File: src/rtl/pid_pkg.sv
// pid_pkg: shared state type, fixed-point formats and saturation helpers for pid_sched
package pid_pkg;
  typedef enum logic [2:0] {IDLE, LOAD, MUL_P, MUL_I, MUL_D, SAT, OUT} state_t;
  localparam int FRAC = 8;
  localparam int ACC_W = 52;
  function automatic logic signed [31:0] sat32(input logic signed [32:0] x);
    return (x[32] ^ x[31]) ? {x[32], {31{~x[32]}}} : x[31:0];
  endfunction
  function automatic logic signed [63:0] clamp_sym(input logic signed [63:0] x, input logic signed [63:0] m);
    return x > m ? m : x < -m ? -m : x;
  endfunction
endpackage

File: src/rtl/pid_tick_gen.sv
// pid_tick_gen: free-running sample-period counter with enable-gated tick
module pid_tick_gen #(
  parameter int TICK_DIV = 1000
) (
  input  logic clk,
  input  logic rstn,
  input  logic en,
  output logic tick
);
  localparam int CW = (TICK_DIV > 1) ? $clog2(TICK_DIV) : 1;
  logic [CW-1:0] count;
  always_ff @(posedge clk or negedge rstn)
    if (!rstn) count <= '0;
    else count <= (count == CW'(TICK_DIV - 1)) ? '0 : count + CW'(1);
  assign tick = en && (count == CW'(TICK_DIV - 1));
endmodule

File: src/rtl/pid_sched.sv
// pid_sched: time-multiplexed PID loops sharing one signed multiplier
module pid_sched
  import pid_pkg::*;
#(
  parameter int NCH = 2,
  parameter int TICK_DIV = 1000,
  parameter int ITG_MAX = 100000000,
  parameter int OUT_MAX = 2147483647
) (
  input  logic                                  clk,
  input  logic                                  rstn,
  input  logic                                  en,
  input  logic                                  clr,
  input  logic [32*NCH-1:0]                     sig_in,
  input  logic [32*NCH-1:0]                     target,
  input  logic signed [15:0]                    kp,
  input  logic signed [15:0]                    ki,
  input  logic signed [15:0]                    kd,
  output logic signed [31:0]                    u,
  output logic [((NCH > 1) ? $clog2(NCH) : 1)-1:0] u_ch,
  output logic                                  u_valid,
  output logic                                  busy,
  output logic                                  overrun
);
  localparam int CHW = (NCH > 1) ? $clog2(NCH) : 1;
  state_t state;
  logic tick;
  logic [CHW-1:0] ch;
  logic signed [31:0] e1 [NCH];
  logic signed [33:0] sum [NCH];
  logic signed [31:0] e;
  logic signed [32:0] d;
  logic signed [33:0] sum_new;
  logic signed [ACC_W-1:0] acc;
  logic signed [31:0] sig_c, tgt_c, e_c;
  logic signed [32:0] d_c;
  logic signed [33:0] sum_c, opa;
  logic signed [15:0] opb;
  logic signed [49:0] prod;
  pid_tick_gen #(.TICK_DIV(TICK_DIV)) u_tick (.clk(clk), .rstn(rstn), .en(en), .tick(tick));
  assign sig_c = sig_in[32*int'(ch) +: 32];
  assign tgt_c = target[32*int'(ch) +: 32];
  assign e_c = sat32(33'(tgt_c) - 33'(sig_c));
  assign d_c = 33'(e_c) - 33'(e1[ch]);
  assign sum_c = 34'(clamp_sym(64'(sum[ch]) + 64'(e_c), 64'(ITG_MAX)));
  assign opa = (state == MUL_P) ? 34'(e) : (state == MUL_I) ? sum_new : 34'(d);
  assign opb = (state == MUL_P) ? kp : (state == MUL_I) ? ki : kd;
  assign prod = 50'(opa) * 50'(opb);
  assign busy = (state != IDLE);
  always_ff @(posedge clk or negedge rstn)
    if (!rstn) begin
      state <= IDLE;
      ch <= '0;
      e <= '0;
      d <= '0;
      sum_new <= '0;
      acc <= '0;
      u <= '0;
      u_ch <= '0;
      u_valid <= 1'b0;
      overrun <= 1'b0;
      for (int i = 0; i < NCH; i++) begin
        e1[i] <= '0;
        sum[i] <= '0;
      end
    end else if (clr) begin
      state <= IDLE;
      ch <= '0;
      u_valid <= 1'b0;
      overrun <= 1'b0;
      for (int i = 0; i < NCH; i++) begin
        e1[i] <= '0;
        sum[i] <= '0;
      end
    end else begin
      u_valid <= 1'b0;
      if (tick && state != IDLE) overrun <= 1'b1;
      case (state)
        IDLE: if (tick) begin
          ch <= '0;
          state <= LOAD;
        end
        LOAD: begin
          e <= e_c;
          d <= d_c;
          sum_new <= sum_c;
          acc <= '0;
          state <= MUL_P;
        end
        MUL_P: begin
          acc <= acc + 52'(prod);
          state <= MUL_I;
        end
        MUL_I: begin
          acc <= acc + 52'(prod);
          state <= MUL_D;
        end
        MUL_D: begin
          acc <= acc + 52'(prod);
          state <= SAT;
        end
        SAT: begin
          u <= 32'(clamp_sym(64'(acc >>> FRAC), 64'(OUT_MAX)));
          u_ch <= ch;
          u_valid <= 1'b1;
          state <= OUT;
        end
        OUT: begin
          e1[ch] <= e;
          sum[ch] <= sum_new;
          ch <= ch + CHW'(1);
          state <= (ch == CHW'(NCH - 1)) ? IDLE : LOAD;
        end
        default: state <= IDLE;
      endcase
    end
endmodule

File: config.mk
export PLATFORM = sky130hd
export DESIGN_NAME = pid_sched
export DESIGN_NICKNAME = d
export VERILOG_FILES = /design/src/rtl/pid_pkg.sv /design/src/rtl/pid_tick_gen.sv /design/src/rtl/pid_sched.sv
export SDC_FILE = /design/constraint.sdc
export NUM_CORES = 2
export LEC_CHECK = 0
export BUFFER_PORTS_ARGS = -buffer_cell sky130_fd_sc_hd__buf_4
export CORE_UTILIZATION = 69
export DETAILED_ROUTE_END_ITERATION = 7
export GPL_TIMING_DRIVEN = 0
export PLACE_DENSITY = 0.88
export SKIP_CTS_REPAIR_TIMING = 1
export SYNTH_ARGS = -nofsm -noshare
export SYNTH_HDL_FRONTEND = slang
export SYNTH_SLANG_ARGS = --single-unit
export TNS_END_PERCENT = 50
File: constraint.sdc
create_clock -name clk -period 22.3 [get_ports clk]
set_clock_uncertainty 0.1 [all_clocks]
set_input_delay 4.46 -clock clk [delete_from_list [all_inputs] [get_ports clk]]
set_output_delay 4.46 -clock clk [all_outputs]
set_load 0.02 [all_outputs]
After elaboration in Yosys (flattened, before gate mapping)
Index checks and enable logic that the tools add are counted.
Word-level totals
  register bits: 332
  bits of input ports: 180
  logic and storage cells: 94
Cells by class
  $add $sub $neg: 6
  $mul: 1
  $lt $le $gt $ge: 6
  eq/ne operators: 8
  shift operators: 2
  mux-type cells: 38
  bitwise gates (word level): 4
  reduce and logical (&&, ||, !) cells: 14
Operator list (number)
  34-bit two-way mux: 8
  32-bit two-way mux: 7
  68-bit two-way mux: 2
  64-bit two-way mux: 2
  64-bit by 7-bit indexed part select with 32-bit output: 2
  52-bit one-hot mux with 2 select lines: 1
  68-bit bitwise mux: 1
  32-bit by 32-bit subtractor with 33-bit output: 2
  64-bit bitwise mux: 1
  52-bit by 50-bit adder with 52-bit output: 1
  34-bit by 16-bit multiplier with 50-bit output: 1
  44-bit by 32-bit greater-than comparator with 1-bit output (second input constant): 1
  44-bit by 32-bit less-than comparator with 1-bit output (second input constant): 1
  34-bit by 32-bit adder with 35-bit output: 1
  35-bit by 28-bit greater-than comparator with 1-bit output (second input constant): 1
  35-bit by 28-bit less-than comparator with 1-bit output (second input constant): 1
  34-bit demux with 1-bit select: 1
  32-bit demux with 1-bit select: 1
  16-bit two-way mux: 2
  3-bit one-hot mux with 7 select lines: 1
  10-bit by 1-bit adder with 10-bit output (second input constant): 1
  10-bit == test (second input constant): 1
  10-bit two-way mux: 1
  3-bit == test (second input constant): 3
  other kinds (18): 35

Longest topological paths before layout
  word-level depth: 8
  depth in mapped cells: 37
  depth with buffers taken out: 32

By module
Synthesis repeated with hierarchy kept, for this count alone.
Second synthesis, totals
  cells, all modules: 4419
  area total of the unflattened synthesis: 40532.6 sq um
Modules (own cells, without submodules)
  pid_sched: instances 1, cells each 4376, area each 40055.9 sq um, sequential area each 8057.7 sq um
  pid_tick_gen: instances 1, cells each 43, area each 476.7 sq um, sequential area each 250.2 sq um

Worst setup path before layout
No wires, ideal clock.
  path kind: input to register
  start: in target[33]
  end: reg sum_new[10]
  data arrival time: 12.236 ns
  data required time: 22.135 ns
  slack: 9.899 ns
  cell stages on the path: 35
  path buffers: 3
  path through: mux2i_1 > inv_1 > ha_1 > nor2b_1 > o21ai_0 > a21boi_0 > nor4_1 > o31ai_1 > o21ai_0 > o221ai_1 > o41ai_1 > o311ai_0 > a21oi_1 > xnor2_1 > ha_1 > inv_1 > or2_2 > clkbuf_1 > clkbuf_1 > o21a_1 > inv_1 > ha_1 > fa_1 > a211oi_2 > o21bai_1 > a211oi_4 > o31ai_4 > a311oi_2 > xnor2_1 > or4_1 > or4_4 > and3_1 > buf_6 > o21ai_4 > o221a_2
On the way
  word-level cells in the longest chain between the ends: 8
  elaborated cells between the ends (all ways): 10
  classes of those cells: 2 x add/sub; 2 x order compare; 1 x shift; 3 x mux; 2 x bitwise
Ends and longest elaborated chain
  from (decl): RTL line pid_sched.sv:15  | input logic [32*NCH-1:0] target,
  64-bit by 7-bit indexed part select with 32-bit output (*): RTL line pid_sched.sv:42  | assign tgt_c = target[32*int'(ch) +: 32];
  32-bit by 32-bit subtractor with 33-bit output (*): RTL line pid_sched.sv:43  | assign e_c = sat32(33'(tgt_c) - 33'(sig_c));
  1-bit XOR / 1-bit NOT (equally long branches): RTL line pid_pkg.sv:7  | return (x[32] ^ x[31]) ? {x[32], {31{~x[32]}}} : x[31:0];
  32-bit two-way mux (*): RTL line pid_pkg.sv:7
  via e_c[0]: RTL line pid_sched.sv:35  | logic signed [31:0] sig_c, tgt_c, e_c;
  34-bit by 32-bit adder with 35-bit output (*): RTL line pid_sched.sv:45  | assign sum_c = 34'(clamp_sym(64'(sum[ch]) + 64'(e_c), 64'(ITG_MAX)));
  35-bit by 28-bit less-than comparator with 1-bit output: RTL line pid_pkg.sv:10  | return x > m ? m : x < -m ? -m : x;
  34-bit two-way mux: RTL line pid_pkg.sv:10
  34-bit two-way mux (*): RTL line pid_pkg.sv:10
  to (signal assigned): RTL line pid_sched.sv:86  | sum_new <= sum_c;
  to (decl): RTL line pid_sched.sv:33  | logic signed [33:0] sum_new;
The timed path passes the listed nets; every way through them passes the cells marked *.
A chain may end at the register's enable or synchronous reset.

Worst setup path after layout
  start: in target[33]
  end: reg sum_new[1]
Same word-level chain as after synthesis.

==> flow_summary.json <==
{
  "ys_warn_count": 0,
  "yosys_register_bits": 332,
  "coreArea_sq_mm": 0.05792,
  "yosys.area_share.simple": 0.1343,
  "cts-root-buf": "clkbuf_16",
  "syn_avg_cell_area_sq_um": 9.010,
  "cts_sinks": 332,
  "multi_input_area_sq_mm": 0.02878,
  "yosys.cell_count.top_type": "inv_1",
  "period_share": 0.6884,
  "clk_latency_ns": 0.63,
  "drtAntennaViolNets": 0,
  "drt-pass1-iter-count": 8,
  "postSynth.asyncResetShare": 1.000,
  "start_kind": "input pin",
  "dpl.hpwl_um": 103000,
  "reg2regPathDepth": 33,
  "synth_mux_area_frac": 0.04342,
  "synth_ff_type": "dfrtp_1",
  "die_area_sq_mm": 0.05981,
  "io_pins": 216,
  "r2r_end": "sum_new[1]$_DFFE_PN0P_",
  "hold_class": "reg2reg",
  "rows": 88,
  "critPathArrivalTime_ns": 15.77,
  "final-seq-area_sq_mm": 0.008308,
  "layout-drive-gt1-share": 0.08799,
  "cap_violations": 1,
  "setup_viol": 0,
  "grt_max_degree": 110,
  "nFillCells": 4035,
  "final_nets": 5765,
  "cts_made_buffers": 40,
  "rsz0062_at_grt": "false",
  "drc": 6,
  "gp_congestion": 1.025,
  "synth_top_family_by_area": "adder cells",
  "synth_cell_types": 82,
  "seq_area_frac_synth": 0.2046,
  "clockBufferDepth": 3,
  "area_growth_pct": 10.11,
  "wire_per_inst_um": 23.01,
  "crit_type": "in2reg",
  "max_freq_mhz": 65.14,
  "antenna_found_initial": 4,
  "synthAdderAreaFrac": 0.3587,
  "die_h_um": 244.6,
  "crit_start": "target[33]",
  "crit_required_ns": 22.72,
  "timing.final.max_slew_violations": 8,
  "synth_top_area_cell": "fa_1",
  "track_usage": 0.4416,
  "critPathMaxFanout": 10,
  "vias": 35820,
  "port_buffers": 215,
  "synth_xor_area_frac": 0.02805,
  "finalHoldViolations": 0,
  "cp-endpoint": "sum_new[1]$_DFFE_PN0P_",
  "crit_slowest_cell": "a2111oi_1",
  "min_path_cells": 2,
  "die_w_um": 244.6,
  "synth_edf_count": 0,
  "synth_compound_area_frac": 0.1439,
  "cts_tree": "built",
  "synth_top_area_share": 0.2850,
  "worst_slew_margin_rel": -0.01941,
  "drt-initial-drc-count": 4019,
  "violations": "design-rule violations, max-capacitance violations, max-slew violations",
  "grt_overflow": 0,
  "syn_area_sq_mm": 0.04060,
  "first_global_vias": 36480,
  "initial_core_util": 0.7010,
  "tns_ns": 0,
  "drt_wl_total_um": 128100,
  "worstMarginPinSlew_ns": 1.529,
  "period_needed_ns": 15.35,
  "h-tree-depth": 2,
  "synth_nets": 5503,
  "critPathCaptureType": "flip-flop",
  "synth_cells": 4506,
  "viasPerCell": 6.437,
  "synthTopCellsByArea": "fa_1 29%, dfrtp_1 20%, ha_1 7.4%, inv_1 6.7%, nand2_1 5.4%",
  "synth_common_cells": "723 x inv_1, 589 x nand2_1, 578 x fa_1",
  "grt_pass1_wl_um": 200100,
  "r2r_slack_ns": 8.34,
  "max_stage_delay_ns": 1.05,
  "r2r_start": "ch$_DFFE_PN0P_",
  "clk_pin_slew_worst_paths_ns": 0.06,
  "status": "complete, but fails checks"
}
[how the worst min path moves through the flow]
stage / to / startpoint / slack [ns]
3_5_place_dp: d[5]$_DFFE_PN0P_ / d[5]$_DFFE_PN0P_ / 0.36
2_1_floorplan: d[22]$_DFFE_PN0P_ / d[22]$_DFFE_PN0P_ / 0.34
5_1_grt: d[6]$_DFFE_PN0P_ / d[6]$_DFFE_PN0P_ / 0.41
4_1_cts: d[6]$_DFFE_PN0P_ / d[6]$_DFFE_PN0P_ / 0.38
3_3_place_gp: d[23]$_DFFE_PN0P_ / d[23]$_DFFE_PN0P_ / 0.35
6_report: d[6]$_DFFE_PN0P_ / d[6]$_DFFE_PN0P_ / 0.38
[flip-flops by register name (all words and copies together), names as in the netlist, 3 cells and up]
signal,cells
acc,52
d,33
e,32
e1,64
state,3
sum,68
sum_new,34
u,32
u_tick.count,10
[through the flow]
stage	cells	hold slack (ns)	setup WS [ns]	util	area [sq um]
6_report	5565	0.3840	6.949	0.7719	44700
5_1_grt	5561	0.4055	6.533	0.7717	44690
3_5_place_dp	5490	0.3554	6.848	0.7473	43280
2_1_floorplan	4506	0.3386	9.899	-	40600
3_3_place_gp	5486	0.3507	7.042	0.7454	43170
4_1_cts	5560	0.3835	7.414	0.7714	44670
[cell type report]
type                            count  area share
Multi-Input combinational cell   3237      0.6438
Sequential cell                   332      0.1858
Inverter                          723     0.06071
Timing Repair Buffer              220     0.03846
Clock buffer                       51     0.02511
Tap cell                          765     0.02141
Buffer                            214     0.01833
Clock inverter                     19    0.006073
Antenna cell                        4   0.0002239
[cell usage in the layout, fill, tap and decap left out, types with 6 or more instances in the layout]
master	count
a211oi_1	15
a21boi_0	7
a21o_1	91
a21oi_1	230
a22o_1	136
a31oi_1	36
and2_1	27
and3_1	22
buf_1	13
buf_4	216
clkbuf_1	201
clkbuf_16	40
clkbuf_8	8
clkinv_2	6
dfrtp_1	332
fa_1	578
ha_1	239
inv_1	723
mux2_2	97
mux2i_1	67
nand2_1	589
nand2b_1	34
nand3_1	93
nand4_1	21
nor2_1	329
nor2b_1	39
nor3_1	33
nor4_1	13
o211a_1	6
o211ai_1	16
o21a_1	18
o21ai_0	175
o21bai_1	21
o22ai_1	6
o31ai_1	27
o41ai_1	11
or2_2	9
or3_1	14
xnor2_1	69
xor2_1	61
[routing by layer]
layer,GRT usage,vias to the layer above,share of wire
li1,-,15190,-
met4,0.2426,4,0.064
met2,0.6520,2381,0.43
met1,0.5597,17640,0.36
met5,0,-,0.00018
met3,0.1698,605,0.14
[cell families (layout without fill, tap and decap cells)]
logic type               Yosys count  after routing
buffers and inverters            937           1227
AO/OA/AOI/OAI                    872            872
XOR/XNOR                         130            130
adder cells (fa/ha/maj)          817            817
other                              0              4
AND/OR/NAND/NOR                 1254           1254
flip-flops                       332            332
multiplexers                     164            164
[worst max-delay path, delay by kind of cell]
| family | cells | cell delay, ns |
|---|---|---|
| buffers and inverters | 5 | 1.25 |
| adders and majority gates | 3 | 1.04 |
| and+or+nand+nor | 4 | 0.83 |
| muxes | 1 | 0.22 |
| xor gates and xnor gates | 2 | 0.45 |
| AOI/OAI and AO/OA | 18 | 7.54 |
Power is left out: the tool's default activity adds up to more than one toggle a clock period on the data nets, which glitch-free logic cannot reach.
